File: config.mk
export PLATFORM = sky130hd
export DESIGN_NAME = core_seq_ctrl
export DESIGN_NICKNAME = d
export VERILOG_FILES = /design/src/rtl/core_seq_ctrl.sv
export SDC_FILE = /design/constraint.sdc
export NUM_CORES = 1
export LEC_CHECK = 0
export CORE_UTILIZATION = 35
export DETAILED_ROUTE_END_ITERATION = 10
export REMOVE_ABC_BUFFERS = 1
export SYNTH_ARGS = -nofsm -noshare
export SYNTH_HDL_FRONTEND = slang
export SYNTH_SLANG_ARGS = --single-unit
File: constraint.sdc
create_clock -name clk -period 2.91 [get_ports clk]
set_input_delay 0.4365 -clock clk [delete_from_list [all_inputs] [get_ports clk]]
set_output_delay 0.4365 -clock clk [all_outputs]
set_load 0.01 [all_outputs]
File: src/rtl/core_seq_ctrl.sv
// Multi-cycle RV64 sequencer: 4 cycles per plain instruction, 5 per load-store with zero-wait memory.
// Fetch/data requests are held until the memory answers or the wait counter expires into an error halt.
module core_seq_ctrl #(
  parameter logic [63:0] RESET_PC    = 64'h8000_0000,
  parameter int          MEM_TIMEOUT = 16,
  parameter int          CNT_W       = 64
) (
  input  logic             clk,
  input  logic             rst,
  input  logic             start,
  output logic [63:0]      pc,
  output logic             imem_req,
  input  logic             imem_rvalid,
  input  logic [31:0]      imem_rdata,
  output logic [31:0]      inst,
  input  logic [4:0]       inst_type,
  input  logic             rd_w_ena_i,
  input  logic [63:0]      pc_next,
  output logic             dmem_req,
  input  logic             dmem_ready,
  output logic             rf_w_ena,
  output logic             halt,
  output logic             err,
  output logic [2:0]       state,
  output logic [CNT_W-1:0] cycle_cnt,
  output logic [CNT_W-1:0] instret
);

  typedef enum logic [2:0] {
    S_IDLE   = 3'd0,
    S_FETCH  = 3'd1,
    S_DECODE = 3'd2,
    S_EXEC   = 3'd3,
    S_MEM    = 3'd4,
    S_WB     = 3'd5,
    S_HALT   = 3'd6
  } state_t;

  localparam int                WAIT_W    = $clog2(MEM_TIMEOUT + 1);
  localparam logic [WAIT_W-1:0] WAIT_LAST = WAIT_W'(MEM_TIMEOUT - 1);

  state_t            st_q, st_d;
  logic [WAIT_W-1:0] wait_q;
  logic              wait_inc, wait_clr, err_set, retire, load_inst, load_pc;
  logic              pc_next_unused;

  // Fetch targets are word aligned; the low PC bits from execute are dropped.
  assign pc_next_unused = ^pc_next[1:0];

  always_comb begin
    st_d      = st_q;
    wait_inc  = 1'b0;
    wait_clr  = 1'b0;
    err_set   = 1'b0;
    retire    = 1'b0;
    load_inst = 1'b0;
    load_pc   = 1'b0;
    imem_req  = 1'b0;
    dmem_req  = 1'b0;
    rf_w_ena  = 1'b0;
    case (st_q)
      S_IDLE: if (start) st_d = S_FETCH;
      S_FETCH: begin
        imem_req = 1'b1;
        if (imem_rvalid) begin
          load_inst = 1'b1;
          wait_clr  = 1'b1;
          st_d      = S_DECODE;
        end else if (wait_q == WAIT_LAST) begin
          wait_clr = 1'b1;
          err_set  = 1'b1;
          st_d     = S_HALT;
        end else begin
          wait_inc = 1'b1;
        end
      end
      S_DECODE: begin
        if (inst_type == 5'd0) begin
          err_set = 1'b1;
          st_d    = S_HALT;
        end else if (inst_type[0]) begin
          retire = 1'b1;
          st_d   = S_HALT;
        end else begin
          st_d = S_EXEC;
        end
      end
      S_EXEC: st_d = inst_type[2] ? S_MEM : S_WB;
      S_MEM: begin
        dmem_req = 1'b1;
        if (dmem_ready) begin
          wait_clr = 1'b1;
          st_d     = S_WB;
        end else if (wait_q == WAIT_LAST) begin
          wait_clr = 1'b1;
          err_set  = 1'b1;
          st_d     = S_HALT;
        end else begin
          wait_inc = 1'b1;
        end
      end
      S_WB: begin
        rf_w_ena = rd_w_ena_i;
        load_pc  = 1'b1;
        retire   = 1'b1;
        st_d     = S_FETCH;
      end
      S_HALT: st_d = S_HALT;
      default: begin
        err_set = 1'b1;
        st_d    = S_HALT;
      end
    endcase
  end

  always_ff @(posedge clk or negedge rst) begin
    if (!rst) st_q <= S_IDLE;
    else      st_q <= st_d;
  end

  always_ff @(posedge clk or negedge rst) begin
    if (!rst) begin
      pc        <= RESET_PC;
      inst      <= 32'd0;
      err       <= 1'b0;
      wait_q    <= '0;
      cycle_cnt <= '0;
      instret   <= '0;
    end else begin
      if (err_set)   err  <= 1'b1;
      if (load_inst) inst <= imem_rdata;
      if (load_pc)   pc   <= {pc_next[63:2], 2'b00};
      if (wait_clr)      wait_q <= '0;
      else if (wait_inc) wait_q <= wait_q + WAIT_W'(1);
      if (retire) instret <= instret + CNT_W'(1);
      if (st_q != S_IDLE && st_q != S_HALT) cycle_cnt <= cycle_cnt + CNT_W'(1);
    end
  end

  assign halt  = (st_q == S_HALT);
  assign state = st_q;

endmodule
==> summary.md <==
| Metric | Value |
|---|---|
| Area leader, netlist | dfrtp_1 |
| DRT Pass-1 Iters | 4 |
| RSZ-0062 raised after global routing | no |
| Clock sink count | 231 |
| Layout Cells excl Fill | 1588 |
| Vias in the first global route | 7557 |
| Remaining DRCs | 0 |
| DP Area | 0.01391 mm^2 |
| Pleak | 0.006298 uW |
| Share of cells above drive strength 1 | 14.21% |
| Die Wd | 171.2 um |
| GR Overflow Total | 0 |
| DRT iter0 DRCs | 408 |
| Worst path required time | 2.47 ns |
| Crit end category | output port |
| Total GRT Usage | 17.72% |
| Top cells by area, synth | dfrtp_1 (57%), mux2_2 (11%), xnor2_1 (6.7%) |
| Clock Pin Slew Worst Setup and Hold Paths | 0.06 ns |
| Worst r2r src | state[0] |
| Syn Inst Count | 827 |
| Psw | 1463 uW |
| Placeable core area | 0.02793 mm^2 |
| P_int | 5400 uW |
| Setup Crit Path Kind | reg -> out |
| Register area share after synthesis | 57.73% |
| Sequential share of power | 47.8% |
| Switching Fraction | 21.31% |
| Worst-Skew Late Latency | 0.53 ns |
| Main synth FF type | dfrtp_1 |
| Post-synth ARST share | 100.0% |
| Maximum vdd drop | 0.0004161 V |
| Status | complete, no violations |
| Setup ws final | 0.1991 ns |
| Post-layout min period | 2.711 ns |
| Max Root-Sink Buffers | 3 |
| Ports | 339 |
| CP Max Fanout | 16 |
| Final WL | 26.53 mm |
| R2R setup slack | 0.57 ns |
| Setup Skew | 0.007855 ns |
| Antenna diodes | 0 |
| Worst Max-Slew Pin Slew | 0.6886 ns |
| Drt wl/cell | 16.71 um |
| Comb pwr share | 5.5% |
| Layout area overhead | 47.58% |
| Commonest non-fill, non-tap cells in the layout | clkdlybuf4s50_1 (333), dfrtp_1 (228), mux2_2 (95) |
| Avg Inst Size Synth | 12.11 um^2 |
| Die area | 0.02930 mm^2 |
| Die height | 171.2 um |
| Placed Instances | 1538 |
| CTS buffer count | 27 |
| Synth cell types | 48 |
| Crit start category | register |
| Placement Rows | 61 |
| I/O Buffers | 334 |
| Number of H-tree levels | 1 |
| Setup WS pre-CTS | 0.2274 ns |
| First-pass GRT wire length | 41.28 mm |
| Synthesized area | 0.01002 mm^2 |
| Worst-case reg-to-reg path depth | 5 |
| Synth Warn # | 0 |
| Most common library cell in the layout ignoring fill and taps | clkdlybuf4s50_1 |
| Final setup fails | 0 |
| Final count of hold timing violations | 0 |
| Post-DP HPWL | 19.27 mm |
| Final worst-path cycle share | 93.16% |
| Routed Antenna Nets | 0 |
| Post-synth top area share | 57.46% |
| Max-Cap Viols | 0 |
| CTS tree | done |
| RR Endpoint | instret[45] |
| Critical Path AT | 2.27 ns |
| GP Congestion | 0.8185 |
| Slew HR | 53.67% |
| Clk pwr share | 46.8% |
| Vias | 7674 |
| Yosys reg bits | 231 |
| Fmax | 0.3689 GHz |
| PwrDens | 464.3 mW/mm^2 |
| Max-slew violations | 0 |
| Starting Density | 35.86% |
| HP Class | in -> async |
| Final Instance Area | 0.01478 mm^2 |
| Nets@finish | 1302 |
| EDFF count, synth | 0 |
| Largest net degree at the start of global routing | 77 |
| Clock root cell | clkbuf_16 |
| Avg Vias per Cell | 4.832 |
| Initial antenna violation count | 0 |
| Total negative slack | 0 ns |
-- cells by family (layout without fill, tap and decap cells) --
kind of cell    count (synthesis)  count (layout)  synth area share, %
simple gates                  297             297                15.64
flops                         231             231                57.73
xor+xnor                      130             130                11.44
mux                            97              97                10.88
buf+inv                        40             422                1.649
compound gates                 26              26                1.999
fa+ha+maj                       5               5               0.6246
other cells                     1               2              0.03744
-- state kept, by name, indices dropped and copies added, names as in the netlist --
name and count:
wait_q 5, pc 62, err 1, state 3, instret 64, inst 32, cycle_cnt 64
-- per-stage QoR --
stage                     hold WS [ns]  utilization (%)  power [uW]
after global placement          0.3867            49.81        3713
after global routing            0.4469            52.92        7131
final                           0.4201            52.92        6863
after CTS                       0.4213            52.91        6998
after floorplan                 0.1409                -        3400
after detailed placement        0.3869            49.81        3717
-- critical path, stage by stage, from the launching register on --
cell,delay [ns]
dfrtp_2,0.52
nand3b_1,0.30
buf_4,0.26
nor2_1,0.11
clkdlybuf4s50_1,0.55
-- power groups by stage --
stage / Sequential (uW) / Combinational (uW) / Clock, uW
6_report: 3280 / 374 / 3210
5_1_grt: 3280 / 409 / 3440
4_1_cts: 3280 / 384 / 3340
3_5_place_dp: 3340 / 381 / 0
3_3_place_gp: 3330 / 379 / 0
2_1_floorplan: 3360 / 42.3 / 0
-- cell usage after synthesis, types with 6 or more instances --
| cell | number |
|---|---|
| buf_2 | 6 |
| nand2_1 | 52 |
| inv_1 | 19 |
| nand3_1 | 59 |
| nor2_1 | 42 |
| nor3_1 | 36 |
| and3_1 | 19 |
| dfrtp_1 | 230 |
| clkbuf_1 | 12 |
| o21ai_0 | 7 |
| xor2_1 | 52 |
| and4_1 | 7 |
| nor4_1 | 19 |
| nand4_1 | 40 |
| mux2_2 | 95 |
| xnor2_1 | 77 |
-- worst max path at each step --
stage                             from          end  slack [ns]
after detailed placement  inst_type[0]  instret[45]        0.23
after global placement    inst_type[0]  instret[39]        0.28
after CTS                     state[1]     rf_w_ena        0.05
after global routing          state[1]     rf_w_ena        0.11
after floorplan               state[0]  instret[50]       -1.33
final                         state[1]     rf_w_ena        0.20
-- metal layers --
layer | track usage [%] | share of wire (%)
met5 | 0 | 0
met4 | 4.620 | 2.4
met3 | 5.320 | 8.5
met2 | 28.42 | 46
met1 | 23.22 | 43
-- timing repair --
item / 4_1_cts / 5_1_grt
hold endpoints to repair: 51 / 0
buffers inserted: 0 / 0
setup endpoints to repair: 0 / 2
hold buffers: 1 / 0
resized for setup: 0 / 2
-- layout make-up --
type	instances	area, um^2
Multi-Input combinational cell	557	4073
Fill cell	2500	13150
Timing Repair Buffer	354	3526
Inverter	19	71.32
Clock inverter	7	42.54
Sequential cell	231	5784
Clock buffer	42	812.0
Tap cell	378	473.0
Power figures use the tool's default switching activity.
